==> config.mk <==
export PLATFORM = sky130hd
export DESIGN_NAME = buffer_m1_addr_gen
export DESIGN_NICKNAME = d
export VERILOG_FILES = /design/src/rtl/buffer_m1_addr_gen.sv
export SDC_FILE = /design/constraint.sdc
export NUM_CORES = 1
export LEC_CHECK = 0
export ABC_AREA = 1
export CAP_MARGIN = 20
export CORE_UTILIZATION = 30
export CTS_BUF_LIST = sky130_fd_sc_hd__clkbuf_16
export DETAILED_ROUTE_END_ITERATION = 10
export GPL_TIMING_DRIVEN = 1
export HOLD_SLACK_MARGIN = 0.12
export SYNTH_ARGS = -nofsm -noshare
export SYNTH_HDL_FRONTEND = slang
export SYNTH_SLANG_ARGS = --single-unit
==> constraint.sdc <==
create_clock -name clk -period 3.1 [get_ports clk]
set_input_delay 0.62 -clock clk [delete_from_list [all_inputs] [get_ports clk]]
set_output_delay 0.62 -clock clk [all_outputs]
set_load 0.01 [all_outputs]
==> src/rtl/buffer_m1_addr_gen.sv <==
// Mode-1 read/write address and enable sequencer for the buffer bank.
// Reads stream from rd_base; writes trail them by PIPE_LAT unstalled cycles.
module buffer_m1_addr_gen #(
   parameter int N_BUF    = 8,
   parameter int ADDR_W   = 10,
   parameter int LEN_W    = 11,
   parameter int PIPE_LAT = 4
) (
   input  logic                    clk,
   input  logic                    rst_n,
   input  logic                    start,
   input  logic [N_BUF-1:0]        rd_mask,
   input  logic [N_BUF-1:0]        wr_mask,
   input  logic [ADDR_W-1:0]       rd_base,
   input  logic [ADDR_W-1:0]       wr_base,
   input  logic [ADDR_W-1:0]       stride,
   input  logic [LEN_W-1:0]        len,
   input  logic                    stall,
   output logic [N_BUF-1:0]        m1_r_en,
   output logic [N_BUF*ADDR_W-1:0] m1_r_addr,
   output logic [N_BUF-1:0]        m1_w_en,
   output logic [N_BUF*ADDR_W-1:0] m1_w_addr,
   output logic                    busy,
   output logic                    done
);

   typedef enum logic [1:0] {IDLE, READ, DRAIN, DONE} state_t;

   state_t state, state_n;

   logic [N_BUF-1:0]    rd_mask_q, wr_mask_q, rd_mask_eff;
   logic [ADDR_W-1:0]   stride_q, rd_ptr, wr_ptr, rd_addr_eff;
   logic [LEN_W-1:0]    len_q, rd_cnt, wr_cnt;
   logic [PIPE_LAT-1:0] vld, vld_n;
   logic                go, step, rd_issue, wr_issue;

   always_comb begin
      go          = (state == IDLE) && start;
      step        = ((state == READ) || (state == DRAIN)) && !stall;
      rd_issue    = go ? (len != '0) : (step && (state == READ));
      wr_issue    = step && vld[PIPE_LAT-1];
      rd_mask_eff = go ? rd_mask : rd_mask_q;
      rd_addr_eff = go ? rd_base : rd_ptr;
      vld_n       = vld << 1;
      vld_n[0]    = rd_issue;
   end

   always_ff @(posedge clk) begin
      if (!rst_n) state <= IDLE;
      else        state <= state_n;
   end

   always_comb begin
      state_n = state;
      unique case (state)
         IDLE: begin
            if (start) begin
               if (len == '0)                 state_n = DONE;
               else if (len == LEN_W'(1))     state_n = DRAIN;
               else                           state_n = READ;
            end
         end
         READ: begin
            if (step && (rd_cnt + LEN_W'(1) == len_q)) state_n = DRAIN;
         end
         DRAIN: begin
            if (wr_cnt == len_q) state_n = DONE;
         end
         DONE:    state_n = IDLE;
         default: state_n = IDLE;
      endcase
   end

   always_ff @(posedge clk) begin
      if (!rst_n) begin
         rd_mask_q <= '0;
         wr_mask_q <= '0;
         stride_q  <= '0;
         len_q     <= '0;
         rd_ptr    <= '0;
         wr_ptr    <= '0;
         rd_cnt    <= '0;
         wr_cnt    <= '0;
         vld       <= '0;
         m1_r_en   <= '0;
         m1_r_addr <= '0;
         m1_w_en   <= '0;
         m1_w_addr <= '0;
         busy      <= 1'b0;
         done      <= 1'b0;
      end else begin
         if (go) begin
            rd_mask_q <= rd_mask;
            wr_mask_q <= wr_mask;
            stride_q  <= stride;
            len_q     <= len;
            rd_ptr    <= rd_base + stride;
            wr_ptr    <= wr_base;
            rd_cnt    <= (len != '0) ? LEN_W'(1) : '0;
            wr_cnt    <= '0;
         end
         if (go || step) vld <= vld_n;
         if (step && (state == READ)) begin
            rd_ptr <= rd_ptr + stride_q;
            rd_cnt <= rd_cnt + LEN_W'(1);
         end
         if (wr_issue) begin
            wr_ptr <= wr_ptr + stride_q;
            wr_cnt <= wr_cnt + LEN_W'(1);
         end
         m1_r_en <= rd_issue ? rd_mask_eff : '0;
         m1_w_en <= wr_issue ? wr_mask_q : '0;
         // inactive buffers keep their last address
         for (int i = 0; i < N_BUF; i++) begin
            if (rd_issue && rd_mask_eff[i])
               m1_r_addr[i*ADDR_W +: ADDR_W] <= rd_addr_eff;
            if (wr_issue && wr_mask_q[i])
               m1_w_addr[i*ADDR_W +: ADDR_W] <= wr_ptr;
         end
         busy <= (state_n == READ) || (state_n == DRAIN);
         done <= (state_n == DONE);
      end
   end

endmodule
# Yosys cells after proc, flatten, opt, wreduce, memory -nomap -nowiden
# Cells that the tools add are included.
# classes
n_reduce_logical,32
n_eq_ne,9
add_sub_neg,5
mux,18
# ops
cell,count
10-bit 2-to-1 mux,5
11-bit 2-to-1 mux,4
10-bit adder,3
"11-bit by 1-bit adder with 11-bit output, second input constant",2
11-bit equality test,2
1-bit logical AND,21
"11-bit by 1-bit equality test with 1-bit output, second input constant",1
11-bit logical NOT,1
11-bit nonzero test,1
2-bit 2-to-1 mux,5
"2-bit equality test, second input constant",4
8-bit 2-to-1 mux,1
2-bit one-hot mux with 4 select lines,1
"2-bit by 1-bit equality test with 1-bit output, second input constant",2
2-bit AND reduction,2
2-bit nonzero test,2
1-bit logical OR,3
2-bit logical NOT,1
1-bit 2-to-1 mux,2
1-bit logical NOT,1
# totals
ff_bits,263
inputBits,61
output_inout_bits,178

# Longest topological paths before layout
# Gate-level depths: netlist of the first run.
# logic_depth
word_depth,8
mapped_depth,20

# Worst setup path before layout of the first run
# No wires, ideal clock.
# synth_path
path_kind,input port to flip-flop
startpoint,input rd_base[0]
endpoint,register rd_ptr[8]
setup_time_ps,122
stages,13
required_time_ps,2978
n_path_buf,0
path_slack_ps,969
t_arrival_ps,2009
cell_sequence,ha_1 inv_1 fa_1 inv_1 nand3_1 nand2_1 a21oi_1 o21ai_0 nand2_1 nand2_1 nor2_1 o21ai_0 a21oi_1
# synth_between
elab_chain_len,3
# synth_lines
item,line_no,text
from (decl),14,"input logic [ADDR_W-1:0] rd_base,"
10-bit adder,97,rd_ptr <= rd_base + stride;
10-bit 2-to-1 mux,92,if (go) begin
10-bit 2-to-1 mux,103,if (step && (state == READ)) begin
to (signal assigned),97,
to (signal assigned),104,rd_ptr <= rd_ptr + stride_q;
to (decl),32,"logic [ADDR_W-1:0] stride_q, rd_ptr, wr_ptr, rd_addr_eff;"
# No other way between the ends. The select of a mux whose other input is x is not followed.
# A chain may end at the register's enable or synchronous reset.

# Worst setup path after layout of the first run
# layout_path
startpoint,register rd_cnt[0]
endpoint,register busy
# layout_between
elab_chain_len,7
elab_cells_between_ends,8
cone_classes,add/sub: 1; eq/ne: 3; mux: 2; reduce/logical: 2
# layout_lines
item,line_no,text
from (decl),33,"logic [LEN_W-1:0] len_q, rd_cnt, wr_cnt;"
from (signal assigned),99,rd_cnt <= (len != '0) ? LEN_W'(1) : '0;
from (signal assigned),105,rd_cnt <= rd_cnt + LEN_W'(1);
11-bit by 1-bit adder with 11-bit output (*),64,if (step && (rd_cnt + LEN_W'(1) == len_q)) state_n = DRAIN;
11-bit equality test (*),64,
1-bit logical AND (*),64,
2-bit 2-to-1 mux (*),64,
2-bit one-hot mux with 4 select lines (*),55,unique case (state)
2-bit by 1-bit equality test with 1-bit output / 2-bit equality test (equally long branches),120,busy <= (state_n == READ) || (state_n == DRAIN);
1-bit logical OR (*),120,
to (signal assigned),120,
to (decl),23,"output logic busy,"
# Every way passes the cells marked *; elsewhere a longest branch is shown, timed or not.

==> results of run 1 <==
synth_stat cells, types with 5 or more instances:
library cell,number,area share
nor2_2,6,0.0032
buf_6,8,0.0077
a21oi_1,212,0.091
or2_4,8,0.0060
nand3b_1,6,0.0038
nor3_1,8,0.0034
inv_2,6,0.0019
mux2i_1,8,0.0068
a31oi_1,7,0.0037
nand2_1,264,0.085
xnor2_1,8,0.0060
dfxtp_1,263,0.45
clkbuf_1,57,0.018
o21ai_1,87,0.037
o21ai_0,63,0.027
xor2_1,13,0.0097
nand3_2,8,0.0068
nand2_2,8,0.0043
nand3_1,123,0.053
nand4_1,5,0.0027
ha_1,34,0.036
buf_2,26,0.011
inv_1,163,0.052
nor2_1,104,0.033
cells by family (layout without fill, tap and decap cells):
kind of cell               Yosys count  count (layout)  share of synthesized area
xor gates and xnor gates            21              21                    0.01572
adders and majority gates           37              37                    0.04149
other                                0               1                          0
muxes                                8               8                   0.006844
buffers and inverters              271             490                    0.09614
AOI/OAI and AO/OA                  394             394                     0.1761
and+or+nand+nor                    555             555                     0.2137
DFF                                263             263                     0.4500
flip-flops by register name, indices dropped and copies added (netlist names), 10 cells and up:
signal     count
rd_cnt        11
len_q         11
m1_w_addr     80
m1_r_addr     80
wr_ptr        10
rd_ptr        10
wr_cnt        11
stride_q      10
metrics by stage:
step | util | power (mW) | setup slack [ns] | area, um^2
2_1_floorplan | - | 7.022 | 0.9694 | 11700
3_3_place_gp | 0.3804 | 8.540 | 0.3047 | 14460
3_5_place_dp | 0.3804 | 8.610 | 0.2602 | 14460
4_1_cts | 0.4047 | 11.97 | 0.6838 | 15390
5_1_grt | 0.4047 | 12.59 | 0.4308 | 15390
6_report | 0.4048 | 11.86 | 0.6677 | 15390
routing by layer:
layer | track usage | up-vias | share of wire
li1 | - | 5498 | -
met1 | 0.2241 | 4907 | 0.46
met2 | 0.2774 | 247 | 0.45
met3 | 0.04068 | 47 | 0.069
met4 | 0.04043 | 2 | 0.018
met5 | 0 | - | 0.00032
power by group through the flow:
stage               clock network [mW]  logic (mW)  registers, mW
detailed placement                   0        4.02           4.59
finish                            3.33        4.01           4.52
floorplan                            0        2.53           4.49
CTS                               3.41        4.04           4.52
global placement                     0        3.96           4.57
global route                      3.54        4.45           4.60
worst paths after layout:
check	startpoint	end	slack (ns)	cells past startpoint
hold / removal	m1_r_addr[63]$_SDFFE_PN0P_	m1_r_addr[63]$_SDFFE_PN0P_	0.44	2
setup / recovery	rd_cnt[0]$_SDFFE_PN0P_	busy$_SDFF_PN0_	0.67	19
setup reg to reg	rd_cnt[0]$_SDFFE_PN0P_	busy$_SDFF_PN0_	0.67	19
hold reg to reg	m1_r_addr[63]$_SDFFE_PN0P_	m1_r_addr[63]$_SDFFE_PN0P_	0.44	2
worst max-delay path, cell delays in order (launching register included):
cell and delay (ns):
dfxtp_1 0.30, buf_4 0.20, ha_1 0.34, nand3_2 0.12, clkinv_1 0.09, nand2_1 0.08, nand2_1 0.07, nor2_1 0.04
nor2_1 0.15, nand3_2 0.11, nor2_4 0.10, nand3_2 0.09, nand2_1 0.08, nand2_1 0.05, nand2_1 0.07, nand2_2 0.06
inv_1 0.06, ha_1 0.21, nand2_1 0.06, inv_1 0.04
final cells by class:
| cell class | count | share of cell area |
|---|---|---|
| Clock buffer | 30 | 0.04878 |
| Tap cell | 511 | 0.04154 |
| Clock inverter | 24 | 0.01138 |
| Sequential cell | 263 | 0.3421 |
| Inverter | 173 | 0.04260 |
| Timing Repair Buffer | 263 | 0.1684 |
| Antenna cell | 1 | 0.0001626 |
| Multi-Input combinational cell | 1015 | 0.3450 |
==> metrics.txt, run 1 <==
crit path max fanout=12; max_cap viols=0; part of the power in registers=0.381; Buffers on Ports=238; top_reg_cell synth=dfxtp_1; Floorplan Core Area=0.03802 mm^2; number of fill cells=3945; RePlAce Congestion=0.8380; Die X=199.5 um; routed vias/inst=4.693; final cell count without fillers=2280; Post-synth EDFFs=0; Gate power share=0.338; crit path DAT=2.89 ns; Netlist cell types=52; switching share of power=0.3685; Hold Fails Final Rpt=0; Max IR drop VDD=0.4082 mV; Async S/R FF share, synth=0; clk slew on worst S/H paths=0.06 ns; internal power=7.489 mW; pin count of the biggest net entering global routing=120; fmax=0.4111 GHz; RSZ-0062 raised after global routing=no; full die area=0.03979 mm^2; Slew Viols, Final=0; syn avg cell area=7.553 um^2; Total Routing Usage GR=0.1699; placed cell count=2225; final WL=34900 um; Final Cycle Share=0.7846; Setup Fix Bufs, Post-CTS=0; relative slew slack=0.5794; Fin Clk Skew=0.02928 ns; routed len/inst=15.31 um; status=finished, final reports clean; final setup TNS=0 ns; Routed Antenna Nets=0; CTS tree=done; Critical Path End Type=flip-flop; drt drc=0; number of CTS-inserted buffers=30; Area growth syn-to-layout=31.55%; antenna violations before repair=3; fraction of layout cells with a size suffix above 1=0.06618; Final Net Count=1844; final hold slack=0.4438 ns; CP Class=flip-flop to flip-flop; die height=199.5 um; switching power=4.370 mW; crit start category=flip-flop; #FFs+latches synth=263; final critical-path required period=2.432 ns; first-pass GRT wire length=53660 um; total number of vias=10700; clock group share of total power=0.281; post-CTS sizing=0; CTS Hold Bufs=0; Ports=239; H-tree depth=1; hold crit path type=flip-flop to flip-flop; Post-DP HPWL=24740 um; Warnings, synthesis=0; GR Overflow Total=0; actual slew at the worst max-slew pin=0.6301 ns; Sink Count=263; Clock Tree Root=clkbuf_16; Netlist Area Pre-Place=0.01170 mm^2; maximum root-to-sink buffer count=3; Syn Inst Count=1549; Pwr Density=770.5 mW/mm^2; Static Leakage=5.823 nW; commonest non-fill, non-tap cell in the layout=nand2_1; vias in the first global route=9907; Syn Nets=1647; post-synthesis sequential area ratio=0.4500; worst endpoint required time=3.56 ns; drt first pass iters=4; area occupied by multi-input gates=0.005310 mm^2; Row Count=71; Iteration-0 DRC Markers=427; Initial Util=0.3077; commonest non-fill, non-tap cells in the layout=nand2_1 (264), dfxtp_1 (263), clkdlybuf4s50_1 (237), a21oi_1 (212), inv_1 (169); Skew-Pair Late Insertion Delay=0.57 ns; Reg area=0.005265 mm^2; Final setup violation count=0
Power figures use the tool's default switching activity.
==> run 2, diff against run 1 <==
==> constraint.sdc (replaced) <==
create_clock -name clk -period 2.3 [get_ports clk]
set_input_delay 0.46 -clock clk [delete_from_list [all_inputs] [get_ports clk]]
set_output_delay 0.46 -clock clk [all_outputs]
set_load 0.01 [all_outputs]
==> run 2 against run 1 <==
Net effect:
- via count is 2.7% higher
- die area did not move
- clock power is 41% higher
- first-iteration DRC count rose by 15%
- non-clock buffer count grew 74
- combinational power up 61%
- critical path depth unchanged
- core utilization grew 2.1 points
- wire length rose by 3.8%
- cell area is 5.3% higher
==> metrics.txt, run 2 (synthesized netlist as in run 1, its figures left out) <==
status=finished, final reports clean; Pwr Density=1062 mW/mm^2; Iteration-0 DRC Markers=491; number of CTS-inserted buffers=30; die height=199.5 um; actual slew at the worst max-slew pin=0.6042 ns; Total Routing Usage GR=0.1766; Buffers on Ports=238; maximum root-to-sink buffer count=3; final WL=36220 um; drt first pass iters=5; crit path DAT=2.66 ns; hold crit path type=primary input to flip-flop; met3 usage=0.04388; fraction of layout cells with a size suffix above 1=0.1140; Final setup violation count=0; full die area=0.03979 mm^2; Hold Fails Final Rpt=0; final setup TNS=0 ns; crit-path cells=inv_1 > ha_4 > inv_2 > nor2_4 > nand3_1 > nor2_1 > nand2_1 > nor2_2 > nand3_2 > nor2_4 > nand3_2 > nand2_1 > nand2_1 > nand2_1 > nand2_2 > inv_2 > ha_4 > nand2_2 > inv_2; final cell count without fillers=2354; Max stage delay on crit path=0.32 ns; Routed Antenna Nets=0; worst r2r path cells=19; gr busiest metal=met2; CTS tree=done; WHS Endpoint=wr_ptr[2]$_SDFFE_PN0P_; clk slew on worst S/H paths=0.06 ns; Static Leakage=6.239 nW; relative slew slack=0.5971; Initial Util=0.3077; Area growth syn-to-layout=38.47%; Die X=199.5 um; placed cell count=2295; first-pass GRT wire length=55680 um; Skew-Pair Late Insertion Delay=0.56 ns; Max IR drop VDD=0.5643 mV; Clock Tree Root=clkbuf_16; max_cap viols=0; crit start category=flip-flop; Fin Clk Skew=0.01557 ns; routed vias/inst=4.671; drt drc=0; RR Endpoint=busy$_SDFF_PN0_; met1 usage=0.2267; Critical Path End Type=flip-flop; total number of vias=11000; GR Overflow Total=0; Post-DP HPWL=25950 um; commonest non-fill, non-tap cell in the layout=nand2_1; RePlAce Congestion=0.8625; Final Cycle Share=0.9544; Row Count=71; Sink Count=263; Reg-to-Reg Start=state[1]$_SDFF_PN0_; antenna violations before repair=7; CTS Hold Bufs=0; R2R Setup Slk=0.10 ns; fmax=0.4556 GHz; worst endpoint required time=2.77 ns; Ports=239; number of fill cells=3923; final critical-path required period=2.195 ns; H-tree depth=1; routed len/inst=15.39 um; HP Start=rst_n; slowest cell on the critical path=dfxtp_2; CP Class=flip-flop to flip-flop; Floorplan Core Area=0.03802 mm^2; met2 Usage GRT=0.2930; vias in the first global route=10440; worst hold path depth=5; Final Net Count=1918; pin count of the biggest net entering global routing=94; Slew Viols, Final=0; CP dominant cell by count=nand2_1; crit path max fanout=2; biggest regs=m1_r_addr (80), m1_w_addr (80); commonest non-fill, non-tap cells in the layout=nand2_1 (261), dfxtp_1 (258), clkdlybuf4s50_1 (237), a21oi_1 (212), inv_1 (163)
[run 2: layout make-up]
class,count,area [um^2],area share
clock inverter,23,181.4,0.01120
tap,511,639.4,0.03947
timing repair buffer,337,3302,0.2038
inverter,173,658.1,0.04062
multi-input combinational,1015,5370,0.3315
antenna,1,2.502,0.0001545
clock buffer,31,775.7,0.04788
sequential,263,5271,0.3254
[run 2: timing repair]
item | in CTS | in global routing
gates resized for setup | 1 | 21
endpoints found under the hold margin | 0 | 0
setup endpoints to repair | 1 | 3
pin swaps | 0 | 12
setup buffers | 0 | 4
[run 2: how the worst max path moves through the flow]
stage	start	to	slack [ns]	cells after the start
after floorplan	state[0]$_SDFF_PN0_	busy$_SDFF_PN0_	0.24	18
after global routing	state[0]$_SDFF_PN0_	busy$_SDFF_PN0_	-0.04	19
after global placement	rd_base[0]	rd_ptr[8]$_SDFFE_PN0P_	-0.35	14
final	state[1]$_SDFF_PN0_	busy$_SDFF_PN0_	0.10	19
after detailed placement	stride[0]	rd_ptr[8]$_SDFFE_PN0P_	-0.34	14
after CTS	state[0]$_SDFF_PN0_	busy$_SDFF_PN0_	0.01	18
[run 2: report_power, final]
group	total [mW]	switching, mW	internal [mW]
sequential	6.06	0.690	5.37
clock	4.69	1.94	2.75
combinational	6.46	3.56	2.90
total	17.2	6.19	11.0
[run 2: metrics by stage]
stage	hold WS [ns]	setup WS [ns]	area, um^2	util	power (mW)
floorplan	0.4495	0.2382	11700	-	9.465
global placement	0.4331	-0.3482	15140	0.3982	12.27
detailed placement	0.4357	-0.3354	15140	0.3982	12.36
CTS	0.3664	0.01413	16100	0.4234	17.10
global route	0.4010	-0.03930	16200	0.4260	18.28
finish	0.3846	0.1049	16200	0.4261	17.21
[run 2: critical path: cells and delay by family, from the launching register on]
kind,cells,cell delay (ns)
fa+ha+maj,2,0.47
flops,1,0.32
buf+inv,4,0.21
simple gates,13,1.10
[run 2: routing by layer]
| metal | share of wire | up-vias |
|---|---|---|
| met1 | 0.44 | 5002 |
| met2 | 0.46 | 308 |
| met4 | 0.021 | 10 |
| met5 | 0.0016 | - |
| li1 | - | 5622 |
| met3 | 0.076 | 53 |
